`config.mk`:
```
export PLATFORM = sky130hd
export DESIGN_NAME = rbm_gibbs_scheduler
export DESIGN_NICKNAME = d
export VERILOG_FILES = /design/src/rtl/rbm_gibbs_scheduler.sv
export SDC_FILE = /design/constraint.sdc
export NUM_CORES = 1
export LEC_CHECK = 0
export ABC_CLOCK_PERIOD_IN_PS = 2600
export CAP_MARGIN = 25
export CORE_ASPECT_RATIO = 1.1
export CORE_MARGIN = 5
export CORE_UTILIZATION = 35
export CTS_CLUSTER_SIZE = 24
export DETAILED_ROUTE_END_ITERATION = 16
export DONT_BUFFER_PORTS = 1
export HOLD_SLACK_MARGIN = 0.08
export REMOVE_ABC_BUFFERS = 1
export SETUP_SLACK_MARGIN = 0.05
export SLEW_MARGIN = 20
export SYNTH_ARGS = -nofsm -noshare
export SYNTH_HDL_FRONTEND = slang
export SYNTH_SLANG_ARGS = --single-unit
```
`constraint.sdc`:
```
create_clock -name clock -period 2.6 [get_ports clock]
set_input_delay 0.78 -clock clock [delete_from_list [all_inputs] [get_ports clock]]
set_output_delay 0.78 -clock clock [all_outputs]
set_load 0.005 [all_outputs]
```
`src/rtl/rbm_gibbs_scheduler.sv`:
```
// Gibbs-sampling run scheduler for an RBM classifier: sequences hidden and
// classifier group passes per iteration and accumulates per-output votes.
module rbm_gibbs_scheduler #(
    parameter int unsigned            OUTPUT_DIM       = 10,
    parameter int unsigned            W_BITLENGTH      = 12,
    parameter logic [W_BITLENGTH-1:0] INF              = 12'b0111_1111_1111,
    parameter int unsigned            HIDDEN_GROUP_NUM = 1,
    parameter int unsigned            CL_GROUP_NUM     = 1,
    parameter int unsigned            ITERATION_NUM    = 100,
    localparam int unsigned HG_W = (HIDDEN_GROUP_NUM > 1) ? $clog2(HIDDEN_GROUP_NUM) : 1,
    localparam int unsigned CG_W = (CL_GROUP_NUM > 1) ? $clog2(CL_GROUP_NUM) : 1
) (
    input  logic                              clock,
    input  logic                              reset,
    input  logic                              data_valid,
    output logic                              h_start,
    output logic [HG_W-1:0]                   h_group,
    input  logic                              h_done,
    output logic                              cl_start,
    output logic [CG_W-1:0]                   cl_group,
    input  logic                              cl_done,
    input  logic [OUTPUT_DIM-1:0]             cl_sample,
    output logic [15:0]                       iter_count,
    output logic                              busy,
    output logic [OUTPUT_DIM*W_BITLENGTH-1:0] VotePort,
    output logic                              finish
);

    typedef enum logic [2:0] {
        IDLE,
        H_ISSUE,
        H_WAIT,
        CL_ISSUE,
        CL_WAIT,
        ACCUM,
        DONE
    } state_e;

    localparam logic [HG_W-1:0] H_LAST    = HG_W'(HIDDEN_GROUP_NUM - 1);
    localparam logic [CG_W-1:0] CL_LAST   = CG_W'(CL_GROUP_NUM - 1);
    localparam logic [15:0]     ITER_LAST = 16'(ITERATION_NUM - 1);

    state_e state_q, state_d;

    logic [HG_W-1:0]                        h_group_q, h_group_d;
    logic [CG_W-1:0]                        cl_group_q, cl_group_d;
    logic [15:0]                            iter_q, iter_d;
    logic [OUTPUT_DIM-1:0]                  sample_q, sample_d;
    logic [OUTPUT_DIM-1:0][W_BITLENGTH-1:0] votes_q, votes_d;

    logic h_last, cl_last;

    assign h_last  = (h_group_q == H_LAST);
    assign cl_last = (cl_group_q == CL_LAST);

    always_ff @(posedge clock or negedge reset) begin
        if (!reset) begin
            state_q <= IDLE;
        end else begin
            state_q <= state_d;
        end
    end

    always_comb begin
        state_d = state_q;
        case (state_q)
            IDLE:     if (data_valid) state_d = H_ISSUE;
            H_ISSUE:  state_d = H_WAIT;
            H_WAIT:   if (h_done) state_d = h_last ? CL_ISSUE : H_ISSUE;
            CL_ISSUE: state_d = CL_WAIT;
            CL_WAIT:  if (cl_done) state_d = cl_last ? ACCUM : CL_ISSUE;
            ACCUM:    state_d = (iter_q == ITER_LAST) ? DONE : H_ISSUE;
            DONE:     if (!data_valid) state_d = IDLE;
            default:  state_d = IDLE;
        endcase
    end

    always_comb begin
        h_start  = 1'b0;
        cl_start = 1'b0;
        busy     = 1'b1;
        finish   = 1'b0;
        case (state_q)
            IDLE:     busy = 1'b0;
            H_ISSUE:  h_start = 1'b1;
            CL_ISSUE: cl_start = 1'b1;
            DONE: begin
                busy   = 1'b0;
                finish = 1'b1;
            end
            default: ;
        endcase
    end

    // Done inputs only take effect in the matching WAIT state; a done seen
    // during the ISSUE cycle is ignored.
    always_comb begin
        h_group_d  = h_group_q;
        cl_group_d = cl_group_q;
        iter_d     = iter_q;
        sample_d   = sample_q;
        votes_d    = votes_q;
        case (state_q)
            IDLE: begin
                if (data_valid) begin
                    h_group_d  = '0;
                    cl_group_d = '0;
                    iter_d     = '0;
                    votes_d    = '0;
                end
            end
            H_WAIT: begin
                if (h_done) begin
                    h_group_d = h_last ? '0 : h_group_q + 1'b1;
                end
            end
            CL_WAIT: begin
                if (cl_done) begin
                    cl_group_d = cl_last ? '0 : cl_group_q + 1'b1;
                    if (cl_last) begin
                        sample_d = cl_sample;
                    end
                end
            end
            ACCUM: begin
                iter_d = iter_q + 16'd1;
                for (int unsigned i = 0; i < OUTPUT_DIM; i++) begin
                    if (sample_q[i] && (votes_q[i] < INF)) begin
                        votes_d[i] = votes_q[i] + 1'b1;
                    end
                end
            end
            default: ;
        endcase
    end

    always_ff @(posedge clock or negedge reset) begin
        if (!reset) begin
            h_group_q  <= '0;
            cl_group_q <= '0;
            iter_q     <= '0;
            sample_q   <= '0;
            votes_q    <= '0;
        end else begin
            h_group_q  <= h_group_d;
            cl_group_q <= cl_group_d;
            iter_q     <= iter_d;
            sample_q   <= sample_d;
            votes_q    <= votes_d;
        end
    end

    assign h_group    = h_group_q;
    assign cl_group   = cl_group_q;
    assign iter_count = iter_q;
    assign VotePort   = votes_q;

endmodule

```
==> results.py, run 1 <==
metrics = {
    "routing": {
        "dr.pass1.iters": 5,
        "viasPerCell": 5.67,
        "wl_per_cell_um": 18.0,
        "vias": 6651,
        "drt-initial-drc-count": 367,
        "wirelength_um": 21100,
        "post-route-drc-count": 0,
        "ant_nets": 0,
    },
    "clock_tree": {
        "clk_latency_ns": 0.42,
        "postCtsSetupBuffers": 0,
        "clk_pin_slew_ns": 0.06,
        "cts_tree": "built",
        "clk_path_buf_depth": 2,
        "htreeDepth": 4,
        "cts_buffers": 17,
        "cts-root-buf": "clkbuf_16",
        "post_cts_resized": 0,
        "numClockSinks": 149,
    },
    "placed_design": {
        "dp_cells": 1144,
        "placed_area_um2": 8200,
        "port-buffer-count": 0,
        "dpl_worst_slack_ns": 0.0993,
        "routabilityCongestion": 0.797,
        "hpwl_um": 14700,
    },
    "timing": {
        "fin_tns_setup_ns": 0,
        "rsz0062_at_grt": "no",
        "max_freq_ghz": 0.436,
        "max_slew_margin_pct": 58.1,
        "setup_violations": 0,
        "setup_ws_ns": 0.306,
        "min_period_ns": 2.29,
        "finalHoldViolations": 0,
        "fin_crit_sh_pct": 88.2,
        "worst_slew_pin_slew_ns": 0.623,
        "drv_slew": 0,
        "skew_ns": 0.0122,
        "hold_slack_ns": 0.0547,
    },
    "global_route": {
        "first_global_vias": 6267,
        "grt_pass1_wl_um": 34200,
        "grtUsageTotal_pct": 16.7,
        "grt_antenna_before_repair": 0,
        "gr-total-overflow": 0,
        "grt_max_degree": 150,
    },
    "setup_path": {
        "cpPeakStageDelay_ns": 0.52,
        "crit_path_max_fanout": 17,
        "slowest_stage": "nand3b_2",
        "critical_path.startpoint": "state_q[1]$_DFFE_PN0P_",
        "r2r-end": "VotePort[114]$_DFFE_PN0P_",
        "start_kind": "flop",
        "rr_startpoint": "state_q[1]$_DFFE_PN0P_",
        "r2r_cells": 6,
        "crit_required_ns": 2.93,
        "worstSetupEndpointType": "flop",
        "cp.arrival_ns": 2.63,
        "rrSetupSlack_ns": 0.31,
        "crit_type": "flop to flop",
        "crit_chain": "nand3b_2, buf_4, a21oi_2, nand3_1, or3_1, a21oi_1",
    },
    "power_and_ir_drop": {
        "ir_drop_mv": 0.401,
        "leakage_uw": 0.00370,
        "power_density_nw_per_um2": 760,
    },
    "layout": {
        "fin_cells": 1174,
        "layout-drive-gt1-share_pct": 8.87,
        "n_antenna_cell": 0,
        "syn_to_final_growth_pct": 12.6,
        "regArea_um2": 3730,
        "design_area_um2": 8710,
        "final_nets": 894,
        "final.fill_count": 2238,
        "multiInputGateArea_um2": 3830,
    },
    "status": {
        "status": "completed",
    },
    "logic_synthesis": {
        "synth-async-reset-ratio_pct": 100,
        "muxShareOfSynthArea_pct": 2.23,
        "synth.top_cell.area_share_pct": 48.2,
        "synth_top_area_cell": "dfrtp_1",
        "yosys_warnings": 0,
        "synthDistinctLibCells": 67,
        "synth_area_leaders": "dfrtp_1 (48%), o21ai_0 (6.0%), nand2_1 (4.8%)",
        "synthAdderAreaFrac_pct": 1.78,
        "synth_ff_type": "dfrtp_1",
        "synth_top_family_by_area": "simple AND/OR/NAND/NOR gates",
        "synthCells": 855,
        "synth_xor_area_share_pct": 1.13,
        "syn-cell-area_um2": 7740,
        "syn_area_per_cell_um2": 9.05,
        "synth_edf_count": 0,
        "ys_seq_elements": 149,
        "synth_compound_area_share_pct": 19.4,
        "yosys.area_share.simple_pct": 24.7,
        "yosysSeqAreaShare_pct": 48.2,
    },
    "floorplan": {
        "die_area_um2": 25200,
        "fp.dieH_um": 166,
        "rows": 57,
        "io_pins": 157,
        "start_util_pct": 35.2,
        "core_um2": 22000,
        "die_x_um": 152,
    },
    "job": {
        "cap_violations": 0,
    },
    "min_path": {
        "min_path_type": "input pin to async pin",
    },
}
==> synth_stat cells (all sizes together) (5+ instances only) <==
cell type / n
a22o: 5
buf: 14
and3: 17
nand2b: 8
nor2: 80
nand4: 21
nor4: 8
a211o: 6
o21ai: 94
nand3: 64
a31oi: 28
clkbuf: 16
nand3b: 6
or3: 15
dfrtp: 149
and4: 8
a21oi: 41
and2: 9
o31ai: 12
nand2: 98
mux2: 10
o41ai: 6
xor2: 5
nor3: 25
ha: 11
xnor2: 5
nor3b: 7
inv: 17
a41oi: 9
mux2i: 6
a21o: 5
==> worst max-delay path by stage <==
stage	to
2_1_floorplan	VotePort[74]$_DFFE_PN0P_
3_3_place_gp	VotePort[92]$_DFFE_PN0P_
3_5_place_dp	VotePort[92]$_DFFE_PN0P_
4_1_cts	finish
5_1_grt	VotePort[28]$_DFFE_PN0P_
6_report	VotePort[114]$_DFFE_PN0P_
==> layout by cell type, fill, tap and decap left out, types with 8 or more instances in the layout <==
cell type / n
nand4_1: 21
or3_1: 15
mux2_2: 10
and4_1: 8
buf_4: 20
and2_1: 9
inv_1: 17
nand2_1: 98
o31ai_1: 12
o21ai_0: 93
and3_1: 17
a31oi_1: 28
dfrtp_1: 149
clkbuf_16: 17
nand3_1: 64
ha_1: 11
nand2b_1: 8
nor3_1: 24
a41oi_1: 9
a21oi_1: 39
nor4_1: 8
nor2_1: 80
==> critical path, delay by kind of cell, from the launching register on <==
family | cells | cell delay [ns]
AOI/OAI and AO/OA | 2 | 0.34
buffers and inverters | 1 | 0.37
and+or+nand+nor | 3 | 1.05
DFF | 1 | 0.44
==> power by group <==
part           switching [µW]  internal [µW]  leakage (µW)  total (µW)
Sequential                362           2580       0.00205        2950
Combinational             907            570       0.00140        1480
Clock                     998           1210      0.000251        2200
==> sequential cells by signal, indices dropped and copies added, names as in the netlist <==
register	count
sample_q	10
iter_count	16
VotePort	120
state_q	3
==> kinds of logic after synthesis <==
family          count (synthesis)
mux                            16
fa+ha+maj                      11
compound gates                239
flops                         149
simple gates                  382
other cells                     1
xor+xnor                       10
buf+inv                        47
==> metrics by stage <==
stage,power (µW),util [%]
5_1_grt,7040,39.7
6_report,6630,39.7
3_5_place_dp,4470,37.3
4_1_cts,6710,39.7
2_1_floorplan,3810,-
3_3_place_gp,4450,37.3
==> layout make-up <==
cell class | count | area share (%)
Inverter | 17 | 0.732
Sequential cell | 149 | 42.8
Timing Repair Buffer | 23 | 2.41
Tap cell | 295 | 4.24
Clock inverter | 13 | 1.01
Clock buffer | 17 | 4.88
Multi-Input combinational cell | 660 | 43.9
==> routing by layer <==
metal	global-route usage (%)	vias to the layer above	wire, µm
met4	4.26	0	212
met1	21.2	3224	8780
met5	0	-	0
met3	6.47	16	2030
li1	-	3196	-
met2	26.7	215	10100
Power figures use the tool's default switching activity.
==> run 2: changes to the inputs <==
--- a/config.mk
+++ b/config.mk
@@ -5,7 +5,7 @@
 export SDC_FILE = /design/constraint.sdc
 export NUM_CORES = 1
 export LEC_CHECK = 0
-export ABC_CLOCK_PERIOD_IN_PS = 2600
+export ABC_CLOCK_PERIOD_IN_PS = 2250
 export CAP_MARGIN = 25
 export CORE_ASPECT_RATIO = 1.1
 export CORE_MARGIN = 5
==> constraint.sdc (replaced) <==
create_clock -name clock -period 2.25 [get_ports clock]
set_input_delay 0.675 -clock clock [delete_from_list [all_inputs] [get_ports clock]]
set_output_delay 0.675 -clock clock [all_outputs]
set_load 0.005 [all_outputs]
==> results.py, run 2 (synthesis results as in run 1) <==
metrics = {
    "status": {
        "status": "finished, violations left",
        "violations": "hold timing",
    },
    "min_path": {
        "min_path_type": "input pin to async pin",
    },
    "routing": {
        "drt-initial-drc-count": 385,
        "viasPerCell": 5.61,
        "wl_per_cell_um": 17.7,
        "vias": 6763,
        "post-route-drc-count": 0,
        "dr.pass1.iters": 5,
        "ant_nets": 0,
        "wirelength_um": 21400,
    },
    "layout": {
        "mostFrequentLayoutCells": "dfrtp_1 (149), nand2_1 (96), o21ai_0 (93)",
        "final_common_cell": "dfrtp_1",
        "largest_register_ffs": 120,
        "layout-drive-gt1-share_pct": 12.8,
        "n_antenna_cell": 0,
        "design_area_um2": 9050,
        "fin_cells": 1206,
        "final_nets": 924,
        "finalCoreUtilization_pct": 41.2,
        "syn_to_final_growth_pct": 17.0,
        "final.fill_count": 2192,
    },
    "setup_path": {
        "cpPeakStageDelay_ns": 0.38,
        "cp.arrival_ns": 2.43,
        "worstSetupEndpointType": "flop",
        "slowest_stage": "dfrtp_1",
        "crit_path_max_fanout": 28,
        "crit_type": "flop to flop",
        "crit_chain": "buf_4, nand3b_2, buf_12, or2_2, o21a_2, a21o_1, a22o_1",
        "crit_required_ns": 2.55,
        "start_kind": "flop",
    },
    "clock_tree": {
        "cts-root-buf": "clkbuf_16",
        "clk_pin_slew_ns": 0.06,
        "htreeDepth": 4,
        "numClockSinks": 149,
        "cts_buffers": 17,
        "clk_latency_ns": 0.42,
        "postCtsSetupBuffers": 0,
        "clk_path_buf_depth": 2,
        "cts_tree": "built",
    },
    "global_route": {
        "grt_antenna_before_repair": 0,
        "grt_pass1_wl_um": 34900,
        "grt_max_degree": 150,
        "first_global_vias": 6502,
        "grtUsageTotal_pct": 17.0,
        "gr-total-overflow": 0,
    },
    "timing": {
        "min_period_ns": 2.13,
        "skew_ns": 0.0153,
        "rsz0062_at_grt": "yes",
        "fin_crit_sh_pct": 94.5,
        "max_freq_ghz": 0.470,
        "drv_slew": 0,
        "max_slew_margin_pct": 60.9,
        "finalHoldViolations": 149,
        "setup_violations": 0,
        "hold_slack_ns": -0.0546,
        "worst_slew_pin_slew_ns": 0.581,
    },
    "placed_design": {
        "placed_area_um2": 8440,
        "routabilityCongestion": 0.826,
        "hpwl_um": 15100,
        "port-buffer-count": 0,
        "dp_cells": 1174,
    },
    "power_and_ir_drop": {
        "ir_drop_mv": 0.476,
        "p_clk_share_pct": 34.8,
        "seq_power_share_pct": 41.9,
        "power.internal_uw": 5290,
        "power_density_nw_per_um2": 885,
        "p_switching_uw": 2720,
        "switching_share_pct": 33.9,
        "leakage_uw": 0.00389,
        "power_frac_comb_pct": 23.3,
        "power_uw": 8010,
    },
    "floorplan": {
        "rows": 57,
        "die_area_um2": 25200,
        "io_pins": 157,
        "fp.dieH_um": 166,
        "core_um2": 22000,
        "start_util_pct": 35.2,
        "die_x_um": 152,
    },
    "job": {
        "cap_violations": 0,
    },
}
-- run 2: changes by cell type in the layout (fill, tap and decap cells not counted), sizes merged --
cell      previous run  this run
buf                 23        53
bufinv               0         1
clkbuf              17        18
clkinv               8         5
clkinvlp             3         2
inv                 19        23
-- run 2: final timing paths --
check | startpoint | endpoint | slack [ns] | cells past startpoint
min in group clock | cl_sample[3] | sample_q[3]$_DFFE_PN0P_ | 0.37 | 2
setup reg to reg | state_q[1]$_DFFE_PN0P_ | VotePort[76]$_DFFE_PN0P_ | 0.12 | 7
setup / recovery | state_q[1]$_DFFE_PN0P_ | VotePort[76]$_DFFE_PN0P_ | 0.12 | 7
hold reg to reg | sample_q[8]$_DFFE_PN0P_ | sample_q[8]$_DFFE_PN0P_ | 0.52 | 1
hold / removal | reset | iter_count[10]$_DFFE_PN0P_ | -0.05 | 0
max in group asynchronous | reset | VotePort[69]$_DFFE_PN0P_ | 2.08 | 0
-- run 2: stage by stage --
step	worst slack, ns	setup TNS [ns]
after floorplan	-1.49	-78.34
after global placement	-0.107	-0.853
after detailed placement	-0.128	-1.06
after CTS	0.0936	0
after global routing	0.0524	0
final	0.123	0
-- run 2: cell type report --
| type | instances | area, µm² | share of cell area [%] |
|---|---|---|---|
| clock inverter | 14 | 141 | 1.56 |
| sequential | 149 | 3730 | 41.2 |
| inverter | 17 | 63.8 | 0.705 |
| clock buffer | 18 | 429 | 4.74 |
| tap | 295 | 369 | 4.08 |
| timing repair buffer | 53 | 448 | 4.95 |
| multi-input combinational | 660 | 3870 | 42.8 |
-- run 2: power groups by stage --
| stage | Sequential, µW | Clock [µW] | Combinational [µW] |
|---|---|---|---|
| after global routing | 3420 | 2990 | 2090 |
| final | 3350 | 2790 | 1870 |
| after floorplan | 3360 | 0 | 1050 |
| after detailed placement | 3400 | 0 | 1850 |
| after CTS | 3360 | 2880 | 1850 |
| after global placement | 3400 | 0 | 1830 |
-- run 2: layer usage --
layer,up-vias,share of wire [%],GRT usage [%]
met5,-,0,0
met2,172,48,27.3
met3,27,8.1,6.20
li1,3275,-,-
met4,0,1.7,4.73
met1,3289,42,21.6
-- run 2: worst max-delay path: cells and delay by family (launching register included) --
| kind | cells | cell delay (ns) |
|---|---|---|
| AND/OR/NAND/NOR | 2 | 0.64 |
| AO/OA/AOI/OAI | 3 | 0.59 |
| buffers and inverters | 2 | 0.39 |
| flip-flops | 1 | 0.38 |
-- run 2: what timing repair did --
| item | 4_1_cts | 5_1_grt |
|---|---|---|
| setup endpoints to repair | 0 | 34 |
| endpoints found under the hold margin | 149 | 149 |
| gates resized for setup | 0 | 12 |
